File: src/rtl/module_shift_add_multiplier_pkg.sv
// pkg_multiplier: shared FSM state type and counter sizing for the shift-add multiplier.
package pkg_multiplier;
    typedef enum logic [1:0] {IDLE, CALC, DONE} mul_state_t;
    function automatic int cnt_width(input int wide);
        return $clog2(wide);
    endfunction
endpackage

File: src/rtl/module_shift_add_multiplier_if.sv
// module_shift_add_multiplier_if: start/busy/done handshake, operands and product.
interface module_shift_add_multiplier_if #(parameter int MULWIDE = 8) ();
    logic                   start_i;
    logic [MULWIDE-1:0]     a_i;
    logic [MULWIDE-1:0]     b_i;
    logic                   busy_o;
    logic                   done_o;
    logic [2*MULWIDE-1:0]   product_o;
    modport master (output start_i, a_i, b_i, input busy_o, done_o, product_o);
    modport slave (input start_i, a_i, b_i, output busy_o, done_o, product_o);
endinterface

File: src/rtl/module_shift_add_multiplier_rca.sv
// module_ripple_carry_adder: RCAWIDE-bit ripple carry adder with carry in/out.
module module_ripple_carry_adder import pkg_multiplier::*; #(
    parameter int RCAWIDE = 8
) (
    input  logic [RCAWIDE-1:0] a_i,
    input  logic [RCAWIDE-1:0] b_i,
    input  logic               carry_i,
    output logic [RCAWIDE-1:0] sum_o,
    output logic               carry_o
);
    logic [RCAWIDE:0] c;
    assign c[0] = carry_i;
    for (genvar i = 0; i < RCAWIDE; i++) begin : g_bit
        assign sum_o[i] = a_i[i] ^ b_i[i] ^ c[i];
        assign c[i+1]   = (a_i[i] & b_i[i]) | (c[i] & (a_i[i] ^ b_i[i]));
    end
    assign carry_o = c[RCAWIDE];
endmodule

File: src/rtl/module_shift_add_multiplier.sv
// module_shift_add_multiplier: sequential unsigned add-and-shift multiplier, one bit per clock.
// Optional ZERO_BYPASS_EN: zero operands skip CALC and finish in one cycle.
module module_shift_add_multiplier import pkg_multiplier::*; #(
    parameter int MULWIDE = 8
) (
    input logic clk_i,
    input logic rst_i,
    module_shift_add_multiplier_if.slave bus
);
    localparam int CW = cnt_width(MULWIDE);
    localparam logic [CW-1:0] LAST = CW'(MULWIDE - 1);
    mul_state_t           state;
    logic [MULWIDE-1:0]   mcand, hi, lo, addend, sum, nhi, nlo;
    logic                 carry, busy, done, zero;
    logic [CW-1:0]        cnt;
    logic [2*MULWIDE-1:0] product;
    assign addend = lo[0] ? mcand : '0;
    module_ripple_carry_adder #(.RCAWIDE(MULWIDE)) u_rca (
        .a_i(hi), .b_i(addend), .carry_i(1'b0), .sum_o(sum), .carry_o(carry)
    );
    // Carry-out becomes the top bit after the shift, so full-scale products never overflow.
    assign nhi = {carry, sum[MULWIDE-1:1]};
    assign nlo = {sum[0], lo[MULWIDE-1:1]};
`ifdef ZERO_BYPASS_EN
    assign zero = (bus.a_i == '0) || (bus.b_i == '0);
`else
    assign zero = 1'b0;
`endif
    always_ff @(posedge clk_i) begin
        if (rst_i) begin
            state   <= IDLE;
            busy    <= 1'b0;
            done    <= 1'b0;
            product <= '0;
            mcand   <= '0;
            hi      <= '0;
            lo      <= '0;
            cnt     <= '0;
        end else if (state == CALC) begin
            hi  <= nhi;
            lo  <= nlo;
            cnt <= cnt + 1'b1;
            if (cnt == LAST) begin
                state   <= DONE;
                busy    <= 1'b0;
                done    <= 1'b1;
                product <= {nhi, nlo};
            end
        end else if (bus.start_i) begin
            mcand <= bus.a_i;
            hi    <= '0;
            lo    <= bus.b_i;
            cnt   <= '0;
            state <= zero ? DONE : CALC;
            busy  <= !zero;
            done  <= zero;
            if (zero) product <= '0;
        end else begin
            state <= IDLE;
            busy  <= 1'b0;
            done  <= 1'b0;
        end
    end
    assign bus.busy_o    = busy;
    assign bus.done_o    = done;
    assign bus.product_o = product;
endmodule
File: src/flat_wrapper.sv
// flat-port wrapper written by rule: the top's interface ports become plain ports
module module_shift_add_multiplier_flat import pkg_multiplier::*;
#(
    parameter int MULWIDE = 8
)
  (clk_i, rst_i, bus_start_i, bus_a_i, bus_b_i, bus_busy_o, bus_done_o, bus_product_o);
  module_shift_add_multiplier_if #(.MULWIDE(MULWIDE)) bus_i ();
  input logic clk_i;
  input logic rst_i;
  input wire logic [$bits(bus_i.start_i)-1:0] bus_start_i;
  input wire logic [$bits(bus_i.a_i)-1:0] bus_a_i;
  input wire logic [$bits(bus_i.b_i)-1:0] bus_b_i;
  output wire logic [$bits(bus_i.busy_o)-1:0] bus_busy_o;
  output wire logic [$bits(bus_i.done_o)-1:0] bus_done_o;
  output wire logic [$bits(bus_i.product_o)-1:0] bus_product_o;
  assign bus_i.start_i = bus_start_i;
  assign bus_i.a_i = bus_a_i;
  assign bus_i.b_i = bus_b_i;
  assign bus_busy_o = bus_i.busy_o;
  assign bus_done_o = bus_i.done_o;
  assign bus_product_o = bus_i.product_o;
  module_shift_add_multiplier #(.MULWIDE(MULWIDE)) u_core (.clk_i(clk_i), .rst_i(rst_i), .bus(bus_i));
endmodule
File: config.mk
export PLATFORM = sky130hd
export DESIGN_NAME = module_shift_add_multiplier_flat
export DESIGN_NICKNAME = d
export VERILOG_FILES = /design/src/rtl/module_shift_add_multiplier_pkg.sv /design/src/rtl/module_shift_add_multiplier_if.sv /design/src/rtl/module_shift_add_multiplier_rca.sv /design/src/rtl/module_shift_add_multiplier.sv /design/src/flat_wrapper.sv
export SDC_FILE = /design/constraint.sdc
export NUM_CORES = 1
export LEC_CHECK = 0
export ABC_AREA = 1
export CAP_MARGIN = 20
export CORE_ASPECT_RATIO = 2
export CORE_MARGIN = 3
export CORE_UTILIZATION = 55
export DETAILED_ROUTE_END_ITERATION = 8
export PLACE_DENSITY = 0.82
export SETUP_SLACK_MARGIN = 0.1
export SYNTH_ARGS = -nofsm -noshare
export SYNTH_HDL_FRONTEND = slang
export SYNTH_HIERARCHICAL = 1
export SYNTH_SLANG_ARGS = --single-unit
File: constraint.sdc
create_clock -name clk_i -period 9.9 [get_ports clk_i]
set_clock_uncertainty 0.1 [all_clocks]
set_input_delay 1.98 -clock clk_i [delete_from_list [all_inputs] [get_ports clk_i]]
set_output_delay 1.98 -clock clk_i [all_outputs]
set_load 0.05 [all_outputs]
Word-level counts from Yosys, hierarchy flattened
Index checks and enable logic that the tools add are counted.
Word-level totals
  word-level logic and storage cells: 67
  bits in registers: 47
  output and inout port bits: 18
  input bits: 19
Cells by class
  $add $sub $neg: 1
  mux-type cells: 13
  reduce and logical (&&, ||, !) cells: 4
  equality and inequality tests: 3
  bitwise logic cells: 38
Operator list (count)
  2-to-1 mux 8 bit: 5
  AND 1 bit: 15
  XOR 1 bit: 15
  bitwise OR 1 bit: 7
  2-to-1 mux 3 bit: 2
  2-to-1 mux 1 bit: 4
  2-to-1 mux 2 bit: 2
  AND reduction 2 bit: 2
  adder 3 x 1 -> 3 bit, second input constant: 1
  == test 3 bit, second input constant: 1
  == test 2 x 1 -> 1 bit, second input constant: 1
  inequality test 2 bit, second input constant: 1
  nonzero test 2 bit: 1
  OR reduction 2 bit: 1
  inverter 1 bit: 1

Longest topological paths before layout
Gate-level depths: netlist (run 1).
  depth after elaboration: 17
  mapped depth: 17
  depth with buffers taken out: 16

Hierarchy
The synthesis (run 1) kept the hierarchy.
By module, submodules not included
  module_shift_add_multiplier: area each 1813.0 sq um, cells an instance 242, instances 1, sequential area each 920.9 sq um
  module_ripple_carry_adder: area each 197.7 sq um, cells an instance 18, instances 1, sequential area each 0.0 sq um

Worst setup path before layout (run 1)
OpenSTA, ideal clock, no wires.
  kind: register to register
  start point: register u_core.lo[0]
  end point: register u_core.hi[6]
  stages on the path, launching flop included: 18
  buffers on the path: 1
  required time: 9.742 ns
  period minus slack after synthesis: 3.833 ns
  library setup time: 0.058 ns
  arrival time: 3.675 ns
  setup slack: 6.067 ns
  cells stage by stage: dfxtp_1 > clkbuf_1 > nand2_1 > inv_1 > fa_1 > inv_1 > fa_1 > inv_1 > fa_1 > fa_1 > fa_1 > fa_1 > fa_1 > inv_1 > fa_1 > inv_1 > nand2_1 > nand2_1
On the way
  longest elaborated chain between the ends: 16
  elaborated cells between the ends (all ways): 29
  classes of those cells: mux (2); bitwise (27)
RTL lines
  start: declaration: line module_shift_add_multiplier.sv:13  | logic [MULWIDE-1:0] mcand, hi, lo, addend, sum, nhi, nlo;
  start signal: assignment: line module_shift_add_multiplier.sv:41  | lo <= nlo;
  start signal: assignment: line module_shift_add_multiplier.sv:52  | lo <= bus.b_i;
  2-to-1 mux 8 bit: line module_shift_add_multiplier.sv:17  | assign addend = lo[0] ? mcand : '0;
  named net u_core.addend[0]: line module_shift_add_multiplier.sv:13
  AND 1 bit (2 in series): line module_shift_add_multiplier_rca.sv:15  | assign c[i+1] = (a_i[i] & b_i[i]) | (c[i] & (a_i[i] ^ b_i[i]));
  bitwise OR 1 bit: line module_shift_add_multiplier_rca.sv:15
  AND 1 bit: line module_shift_add_multiplier_rca.sv:15
  bitwise OR 1 bit: line module_shift_add_multiplier_rca.sv:15
  AND 1 bit: line module_shift_add_multiplier_rca.sv:15
  bitwise OR 1 bit: line module_shift_add_multiplier_rca.sv:15
  AND 1 bit: line module_shift_add_multiplier_rca.sv:15
  bitwise OR 1 bit: line module_shift_add_multiplier_rca.sv:15
  AND 1 bit: line module_shift_add_multiplier_rca.sv:15
  bitwise OR 1 bit: line module_shift_add_multiplier_rca.sv:15
  AND 1 bit: line module_shift_add_multiplier_rca.sv:15
  bitwise OR 1 bit: line module_shift_add_multiplier_rca.sv:15
  XOR 1 bit: line module_shift_add_multiplier_rca.sv:14  | assign sum_o[i] = a_i[i] ^ b_i[i] ^ c[i];
  named net u_core.sum[7]: line module_shift_add_multiplier.sv:13
  2-to-1 mux 8 bit: line module_shift_add_multiplier.sv:39  | end else if (state == CALC) begin
  end signal: assignment: line module_shift_add_multiplier.sv:40  | hi <= nhi;
  end: declaration: line module_shift_add_multiplier.sv:13
The timed path passes the listed nets, and every way through them passes these cells.
A chain may end at the register's enable or synchronous reset.

Final worst setup path (run 1)
Same ends and word-level chain as after synthesis.

==> impl_metrics.py, run 1 <==
metrics = {
    "run_status": {
        "status": "finished clean",
    },
    "cells_and_area": {
        "stdcell_area_mm2": 0.002445,
        "layout_common_cells": "77 x nand2_1, 47 x nand3_1, 46 x dfxtp_1, 36 x clkdlybuf4s50_1, 28 x inv_1",
        "synthToLayoutAreaGrowth_pct": 21.59,
        "diodes": 0,
        "layout_commonest_cell": "nand2_1",
        "nets": 321,
        "fin_cells": 340,
        "drive_above_1_share": 0.04110,
    },
    "sta": {
        "totalNegativeSetupSlack_ps": 0,
        "period_share": 0.4014,
        "rsz0062_at_grt": "no",
        "slew_viol_final": 0,
        "setup-violations-final": 0,
        "period_minus_slack_ps": 3974,
        "fmax_mhz": 251.6,
        "slew_headroom": 0.4650,
        "hold_viol_final": 0,
        "worstMarginPinSlew_ps": 799.5,
    },
    "critical_path": {
        "crit_required_ps": 10030,
        "critPathArrivalTime_ps": 4100,
        "critical_path_class": "reg -> reg",
        "critical_path_peak_fanout": 9,
        "cp-start-kind": "flip-flop",
        "end_kind": "flip-flop",
    },
    "cts": {
        "ctsHoldBuffers": 0,
        "cts_setup_buffers": 0,
        "clkSinkCount": 46,
        "cts_tree": "done",
        "ctsRootBufferMaster": "clkbuf_8",
        "clk_pin_slew_ps": 80,
        "cts_buffer_depth": 2,
        "clock_latency_ps": 290,
        "cts_resized": 0,
        "cts_made_buffers": 5,
        "htreeDepth": 2,
    },
    "power_and_ir_drop": {
        "power.share.clock": 0.315,
        "cellInternalPower_mw": 0.2525,
        "seqPwrFrac": 0.589,
        "p_sw_mw": 0.07776,
        "switching_share": 0.2355,
        "comb_power_share": 0.095,
        "leakagePower_nw": 1.216,
        "total_power_mw": 0.3302,
        "vdd_drop_max_mv": 0.1136,
        "p_per_area_mw_per_mm2": 135.1,
    },
    "synth": {
        "yosysWarningCount": 6,
        "syn_inst": 260,
        "synth_top_area_share": 0.4580,
        "seq_area_frac_synth": 0.4580,
        "synth_top_area_cell": "dfxtp_1",
        "avgSynthCellArea_um2": 7.733,
        "synth_area_mm2": 0.002011,
        "synthDistinctLibCells": 23,
        "synth_nets": 289,
        "synthTopCellsByArea": "dfxtp_1 46%, nand2_1 14%, nand3_1 12%",
        "ys_ff_latch": 46,
    },
    "global_route": {
        "grt_max_degree": 45,
        "grt_pass1_vias": 1561,
        "antenna_found_initial": 0,
        "gr-total-overflow": 0,
        "grt.total_usage": 0.1950,
        "grt_pass1_wl_mm": 6.927,
    },
    "drt": {
        "drtPass1Iterations": 4,
        "dr.first_iter.drc_count": 30,
        "via_per_inst": 5.041,
        "final_antenna_net_count": 0,
        "wl_per_cell_um": 11.57,
        "post-route-drc-count": 0,
        "vias": 1714,
        "totalWireLength_mm": 3.933,
    },
    "worst_hold_path": {
        "hold_class": "reg -> reg",
    },
    "floorplan": {
        "start_util": 0.5822,
        "die_area_mm2": 0.004461,
        "die_w_um": 48.76,
        "rows": 30,
        "chipHeight_um": 91.51,
        "core_mm2": 0.003453,
        "ioPinCount": 37,
    },
    "place": {
        "place_area_mm2": 0.002369,
        "dpl.hpwl_mm": 2.807,
        "gp_congestion": 0.7926,
        "port_buffers": 36,
        "dp_cells": 333,
    },
    "flow_run": {
        "maxCapViolCount": 0,
    },
}
[critical path, cell delays in order (launching register included)]
cell and delay [ps]:
dfxtp_1 400, nand2_1 90, inv_1 60, fa_1 390, inv_1 70, fa_1 150
inv_1 50, fa_1 370, fa_1 390, fa_1 390, fa_1 390, fa_1 360
inv_1 70, fa_1 410, inv_1 80, nand2_1 50, nand2_1 90
[metrics by stage]
step	hold slack, ps	util	setup slack (ps)
final	368.4	0.7080	5926
after global routing	382.1	0.7080	5670
after CTS	371.9	0.7080	5935
after detailed placement	355.4	0.6859	5961
after global placement	348.4	0.6859	6031
after floorplan	332.1	-	6067
[cells in the mapped netlist]
master	n
nand2_1	77
nand3_1	47
dfxtp_1	46
inv_1	28
nor2_1	18
o21ai_0	9
fa_1	8
buf_2	5
clkbuf_1	4
o21ai_1	3
ha_1	2
nand2_2	2
a21oi_1	1
buf_4	1
buf_8	1
clkinv_1	1
conb_1	1
inv_2	1
nand2_4	1
nor2_2	1
nor2_4	1
nor2_8	1
o21a_1	1
[final cells by class]
class	instances	area (µm²)
Tap cell	48	60.06
Inverter	30	112.6
Timing Repair Buffer	36	360.3
Clock buffer	7	76.32
Multi-Input combinational cell	173	914.6
Fill cell	301	1008
Sequential cell	46	920.9
[final timing paths]
check	start	to	slack, ps	cells after the start
worst max-delay path	u_core/lo[0]$_SDFFE_PP0P_	u_core/hi[6]$_SDFFE_PP0P_	5930	16
worst max register to register	u_core/lo[0]$_SDFFE_PP0P_	u_core/hi[6]$_SDFFE_PP0P_	5930	16
worst min register to register	u_core/bus.product_o[7]$_SDFFE_PP0P_	u_core/bus.product_o[7]$_SDFFE_PP0P_	370	2
worst min-delay path	u_core/bus.product_o[7]$_SDFFE_PP0P_	u_core/bus.product_o[7]$_SDFFE_PP0P_	370	2
[registers in the layout, indices dropped and copies added, names as in the netlist]
| register | flops |
|---|---|
| u_core/bus.done_o | 1 |
| u_core/bus.product_o | 16 |
| u_core/cnt | 3 |
| u_core/hi | 8 |
| u_core/lo | 8 |
| u_core/mcand | 8 |
| u_core/state | 2 |
[layer usage]
| layer | GRT usage | vias up | part of all wire |
|---|---|---|---|
| li1 | - | 868 | - |
| met2 | 0.3386 | 33 | 0.53 |
| met4 | 0.08551 | 0 | 0.019 |
| met3 | 0.03448 | 6 | 0.033 |
| met5 | 0 | - | 0 |
| met1 | 0.2293 | 807 | 0.41 |
[kinds of logic after synthesis]
group / Yosys count / share of synthesized area
other: 1 / 0.001865
AND/OR/NAND/NOR: 148 / 0.3248
adder cells (fa/ha/maj): 10 / 0.09209
buffers and inverters: 41 / 0.08711
flip-flops: 46 / 0.4580
AO/OA/AOI/OAI: 14 / 0.03609
[power groups by stage]
stage | logic, mW | registers, mW | clock network (mW)
finish | 0.0314 | 0.195 | 0.104
CTS | 0.0317 | 0.195 | 0.107
floorplan | 0.0195 | 0.199 | 0
global placement | 0.0310 | 0.199 | 0
detailed placement | 0.0316 | 0.199 | 0
global route | 0.0357 | 0.195 | 0.115
Note: power is estimated with default switching activity, not from simulation.
==> run 2, diff against run 1 <==
--- a/config.mk
+++ b/config.mk
@@ -9,9 +9,9 @@
 export CAP_MARGIN = 20
 export CORE_ASPECT_RATIO = 2
 export CORE_MARGIN = 3
-export CORE_UTILIZATION = 55
+export CORE_UTILIZATION = 46
 export DETAILED_ROUTE_END_ITERATION = 8
-export PLACE_DENSITY = 0.82
+export PLACE_DENSITY = 0.73
 export SETUP_SLACK_MARGIN = 0.1
 export SYNTH_ARGS = -nofsm -noshare
 export SYNTH_HDL_FRONTEND = slang
==> constraint.sdc (replaced) <==
create_clock -name clk_i -period 3.65 [get_ports clk_i]
set_clock_uncertainty 0.1 [all_clocks]
set_input_delay 0.73 -clock clk_i [delete_from_list [all_inputs] [get_ports clk_i]]
set_output_delay 0.73 -clock clk_i [all_outputs]
set_load 0.05 [all_outputs]
==> run 2 against run 1 <==
Sequential share of layout area fell by 0.77 points. Flip-flop and latch count did not move. Global-route usage fell by 1.5 points.
==> impl_metrics.py, run 2 (same netlist as run 1, synthesis figures left out) <==
metrics = {
    "run_status": {
        "status": "finished clean",
    },
    "cells_and_area": {
        "final_util": 0.6001,
        "layout_commonest_cell": "nand2_1",
        "nFillCells": 379,
        "regArea_um2": 923.4,
        "drive_above_1_share": 0.1017,
        "synthToLayoutAreaGrowth_pct": 24.46,
        "diodes": 0,
        "multiInputGateArea_um2": 934.6,
        "largest_reg_flops": 16,
        "nets": 323,
        "layout_common_cells": "76 x nand2_1, 47 x nand3_1, 44 x dfxtp_1, 36 x clkdlybuf4s50_1, 24 x inv_1",
    },
    "cts": {
        "cts_buffer_depth": 2,
        "clkSinkCount": 46,
        "ctsHoldBuffers": 0,
        "clock_latency_ps": 300,
        "cts_made_buffers": 5,
        "clk_pin_slew_ps": 80,
        "htreeDepth": 2,
        "cts_tree": "done",
        "ctsRootBufferMaster": "clkbuf_8",
    },
    "sta": {
        "period_share": 0.9750,
        "rsz0062_at_grt": "yes",
        "period_minus_slack_ps": 3559,
        "hold_viol_final": 0,
        "slew_headroom": 0.4357,
        "slew_viol_final": 0,
        "fmax_mhz": 281.0,
        "setup-violations-final": 0,
        "worstMarginPinSlew_ps": 843.4,
    },
    "global_route": {
        "grt_pass1_wl_mm": 7.120,
        "antenna_found_initial": 0,
        "gr-total-overflow": 0,
        "grt.total_usage": 0.1804,
        "grt_max_degree": 45,
        "grt_pass1_vias": 1628,
    },
    "critical_path": {
        "critPathArrivalTime_ps": 3700,
        "crit_start": "u_core/mcand[0]$_SDFFE_PP0P_",
        "cp-start-kind": "flip-flop",
        "crit_required_ps": 3790,
        "ff2ff_setup_slack_ps": 90,
        "end_kind": "flip-flop",
        "critical_path_class": "reg -> reg",
        "critical_path_peak_fanout": 2,
        "r2r-end": "u_core/hi[6]$_SDFFE_PP0P_",
        "r2r_start": "u_core/mcand[0]$_SDFFE_PP0P_",
        "worstSetupEndpoint": "u_core/hi[6]$_SDFFE_PP0P_",
        "r2r_cells": 16,
    },
    "power_and_ir_drop": {
        "seqPwrFrac": 0.564,
        "switching_share": 0.2425,
        "vdd_drop_max_mv": 0.3990,
        "total_power_mw": 0.9347,
        "leakagePower_nw": 1.220,
        "power.share.clock": 0.341,
        "comb_power_share": 0.095,
        "p_sw_mw": 0.2267,
        "p_per_area_mw_per_mm2": 373.5,
        "cellInternalPower_mw": 0.7080,
    },
    "floorplan": {
        "rows": 33,
        "chipHeight_um": 99.50,
        "core_mm2": 0.004170,
        "ioPinCount": 37,
        "die_area_mm2": 0.005249,
        "die_w_um": 52.75,
        "start_util": 0.4821,
    },
    "place": {
        "port_buffers": 36,
        "dpl.hpwl_mm": 2.874,
        "gp_congestion": 0.7833,
    },
    "drt": {
        "post-route-drc-count": 0,
        "totalWireLength_mm": 4.082,
        "dr.first_iter.drc_count": 31,
        "drtPass1Iterations": 4,
        "final_antenna_net_count": 0,
        "wl_per_cell_um": 11.76,
        "via_per_inst": 4.890,
        "vias": 1697,
    },
    "worst_hold_path": {
        "hold_class": "reg -> reg",
    },
    "flow_run": {
        "maxCapViolCount": 0,
    },
}
## run 2: final cells by class
cell class                      instances  area share
Clock buffer                            7     0.03450
Clock inverter                          1    0.002000
Inverter                               30     0.04500
Multi-Input combinational cell        173      0.3735
Sequential cell                        46      0.3690
Tap cell                               52     0.02600
Timing Repair Buffer                   38      0.1500
## run 2: through the flow
| stage | cells | setup TNS (ps) | setup slack (ps) | hold WS (ps) | area [µm²] |
|---|---|---|---|---|---|
| after floorplan | 260 | 0 | 99.70 | 332.1 | 2039 |
| after global routing | 347 | -71.72 | -41.14 | 391.7 | 2502 |
| final | 347 | 0 | 91.16 | 369.4 | 2502 |
| after detailed placement | 338 | -119.6 | -77.16 | 354.8 | 2400 |
| after CTS | 347 | 0 | 79.44 | 371.3 | 2500 |
| after global placement | 338 | 0 | 8.371 | 348.2 | 2400 |
## run 2: how the worst min path moves through the flow
stage / slack, ps / depth (start not counted) / to / start
6_report: 370 / 2 / u_core/bus.product_o[7]$_SDFFE_PP0P_ / u_core/bus.product_o[7]$_SDFFE_PP0P_
5_1_grt: 390 / 1 / u_core/cnt[0]$_SDFFE_PP0P_ / u_core/cnt[0]$_SDFFE_PP0P_
4_1_cts: 370 / 1 / u_core/cnt[0]$_SDFFE_PP0P_ / u_core/cnt[0]$_SDFFE_PP0P_
3_5_place_dp: 350 / 1 / u_core/cnt[0]$_SDFFE_PP0P_ / u_core/cnt[0]$_SDFFE_PP0P_
3_3_place_gp: 350 / 1 / u_core/cnt[0]$_SDFFE_PP0P_ / u_core/cnt[0]$_SDFFE_PP0P_
2_1_floorplan: 330 / 1 / u_core/cnt[0]$_SDFFE_PP0P_ / u_core/cnt[0]$_SDFFE_PP0P_
## run 2: power by group through the flow
stage                     Sequential (mW)  Combinational (mW)  Clock [mW]
after global placement              0.538              0.0874           0
after floorplan                     0.539              0.0543           0
after detailed placement            0.539              0.0884           0
after global routing                0.529               0.101       0.347
final                               0.527              0.0892       0.318
after CTS                           0.527              0.0900       0.327
## run 2: routing by layer
| metal | track usage | vias up | wire (µm) |
|---|---|---|---|
| li1 | - | 869 | - |
| met1 | 0.2060 | 787 | 1676 |
| met2 | 0.3084 | 34 | 2163 |
| met3 | 0.04198 | 7 | 143 |
| met4 | 0.07874 | 0 | 99 |
| met5 | 0 | - | 0 |
## run 2: repair_timing
action / CTS / global route
setup endpoints to repair: 2 / 2
buffers inserted: 1 / 0
cloned: 0 / 0
gates resized for setup: 1 / 2
pin swaps: 7 / 1
hold endpoints to repair: 0 / 0
## run 2: worst max-delay path, stage by stage, from the launching register on
cell and delay [ps]:
dfxtp_2 330, nand2_2 60, inv_2 30, fa_2 320, inv_2 60, fa_2 180, inv_2 40, fa_2 330
fa_2 350, fa_2 340, fa_2 350, fa_2 340, inv_2 60, fa_1 390, inv_1 80, nand2_1 60
nand2_1 80
==> RTL change: new RTL, flow settings as in run 2 <==
Add a define of `ZERO_BYPASS_EN`.
--- a/src/rtl/module_shift_add_multiplier.sv
+++ b/src/rtl/module_shift_add_multiplier.sv
@@ -1,5 +1,7 @@
 // module_shift_add_multiplier: sequential unsigned add-and-shift multiplier, one bit per clock.
 // Optional ZERO_BYPASS_EN: zero operands skip CALC and finish in one cycle.
+`define ZERO_BYPASS_EN
+
 module module_shift_add_multiplier import pkg_multiplier::*; #(
     parameter int MULWIDE = 8
 ) (
Check against the original RTL: not equivalent (a bounded check fails within 4 cycles, from zero or initial values and one cycle with rst_i high).
==> RTL change against run 2 <==
- the flow now finishes with violations (negative setup slack)
- sequential cell count is 1 lower
- routed wire length is 13% higher
- largest power group unchanged
- synthesized area is 11% higher
- synthesized cell count is 22% higher
- largest cell class unchanged
- sequential power is 2% lower
- design area is 11% higher
- worst setup slack worse by 140 ps
- power is 11% higher
- global-route usage is 1.0 points lower
==> RTL change: results (changes against run 2) <==
- Status: finished, violations left (was completed).
- The checks that failed: negative setup slack.
- Share of layout cells above drive strength 1: 11.02% (was 10.17%)
- The worst setup margin was -52.12 ps (was 91.16 ps).
- The gate count after technology mapping came to 318 (was 260).
- The synthesized netlist net count is 347 (was 289).
* # setup viols final: 2 (was 0)
- Post-layout nets: 382 (was 323)
* Synth top cells by count: 69 x sky130_fd_sc_hd__inv_1, 59 x sky130_fd_sc_hd__nand2_1, 50 x sky130_fd_sc_hd__nor2_1 (was 77 x sky130_fd_sc_hd__nand2_1, 47 x sky130_fd_sc_hd__nand3_1, 46 x sky130_fd_sc_hd__dfxtp_1)
- The ratio of routed vias to standard cells is 4.743 (was 4.890).
- Main area contributors after synthesis: sky130_fd_sc_hd__dfxtp_1 40%, sky130_fd_sc_hd__inv_1 12%, sky130_fd_sc_hd__nand2_1 9.9% (was sky130_fd_sc_hd__dfxtp_1 46%, sky130_fd_sc_hd__nand2_1 14%, sky130_fd_sc_hd__nand3_1 12%)
* Number of fill cells in the layout: 470 (was 379)
* Overall power after layout: 1.037 mW (was 934.7 uW)
- The setup TNS after final layout was -80.82 ps (was 0 ps).
- The final estimated routing congestion in global placement came to 0.7605 (was 0.7833).
- The half-perimeter wire length after placement is 3570 microns (was 2874 microns).
- The aggregate routed wire length is 4628 microns (was 4082 microns).
* Post-DP Area: 2635 sq um (was 2400 sq um)
- Iteration-0 DRC Markers: 54 (was 31)
- Post-Place Worst Slack: -170.2 ps (was -77.16 ps)
- The instance count after placement with tap cells included is 401 (was 338).
* Post-CTS Setup Repair Bufs: 0 (was 1)
- Endpoint of the worst register-to-register path: u_core/bus.product_o[14] (was u_core/hi[6])
- The reported net switching power is 257.5 uW (was 226.7 uW).
- Wire length of the first global-routing pass: 7900 microns (was 7120 microns)
* Maximum number of pins on one net before global-route repair: 21 (was 45)
- Min-delay src: u_core/cnt[0] (was u_core/bus.product_o[7])
- The cell count of the worst hold path is 1 (was 2).
* Routed via count: 1,940 (was 1,697)
==> RTL change: changes by cell type after synthesis, sizes merged <==
| cell | before | now |
|---|---|---|
| a21oi | 1 | 20 |
| a31oi | 0 | 1 |
| buf | 7 | 5 |
| clkbuf | 4 | 5 |
| clkinv | 1 | 0 |
| dfxtp | 46 | 45 |
| inv | 29 | 72 |
| nand2 | 80 | 67 |
| nand3 | 47 | 19 |
| nor2 | 21 | 50 |
| o21a | 1 | 0 |
| o21ai | 12 | 20 |
| o22ai | 0 | 3 |
==> RTL change: how the worst max path moves through the flow <==
stage / slack [ps] / from / depth (start not counted) / to
CTS: -50 / u_core/mcand[0] / 18 / u_core/bus.product_o[14]
global placement: -110 / u_core/mcand[0] / 18 / u_core/bus.product_o[14]
global route: -220 / u_core/mcand[0] / 18 / u_core/bus.product_o[14]
detailed placement: -170 / u_core/mcand[0] / 16 / u_core/hi[6]
finish: -50 / u_core/mcand[0] / 18 / u_core/bus.product_o[14]
floorplan: 2 / u_core/hi[0] / 16 / u_core/bus.product_o[14]
==> RTL change: critical path: stages (launching register included) <==
cell,delay (ps)
sky130_fd_sc_hd__dfxtp_2,330
sky130_fd_sc_hd__nand2_2,60
sky130_fd_sc_hd__inv_2,40
sky130_fd_sc_hd__fa_2,350
sky130_fd_sc_hd__inv_2,60
sky130_fd_sc_hd__fa_2,180
sky130_fd_sc_hd__inv_2,40
sky130_fd_sc_hd__fa_2,330
sky130_fd_sc_hd__fa_2,350
sky130_fd_sc_hd__fa_2,340
sky130_fd_sc_hd__fa_2,350
sky130_fd_sc_hd__fa_2,340
sky130_fd_sc_hd__inv_2,60
sky130_fd_sc_hd__fa_1,410
sky130_fd_sc_hd__inv_1,80
sky130_fd_sc_hd__nand2_2,60
sky130_fd_sc_hd__inv_1,60
sky130_fd_sc_hd__nor2_1,30
sky130_fd_sc_hd__nor2_1,80
==> RTL change: cell families after synthesis <==
logic type | synth area share (%)
adders and majority gates | 8.305
other | 0.1682
buffers and inverters | 14.81
AOI/OAI and AO/OA | 10.10
DFF | 40.40
and+or+nand+nor | 26.21
==> RTL change: cell type report <==
type                    instances  area [sq um]  area share, %
flip-flops and latches         45         904.6          32.70
multi-input cells             191          1025          37.04
clock inverters                 2         37.54          1.357
inverters                      72         272.8          9.860
well taps                      55         68.82          2.488
repair buffers                 38         375.4          13.57
clock buffers                   6         82.58          2.985
==> RTL change: repair_timing <==
| action | in CTS | in global routing |
|---|---|---|
| pin swaps | 9 | 1 |
| setup endpoints to repair | 3 | 4 |
| resized for setup | 2 | 4 |
==> RTL change: per-layer routing <==
metal,vias to the layer above,part of all wire [%],global-route usage [%]
li1,1012,-,-
met1,875,36,16.93
met2,42,57,32.20
met3,11,3.8,3.354
met4,0,2.9,8.174
met5,-,0,0
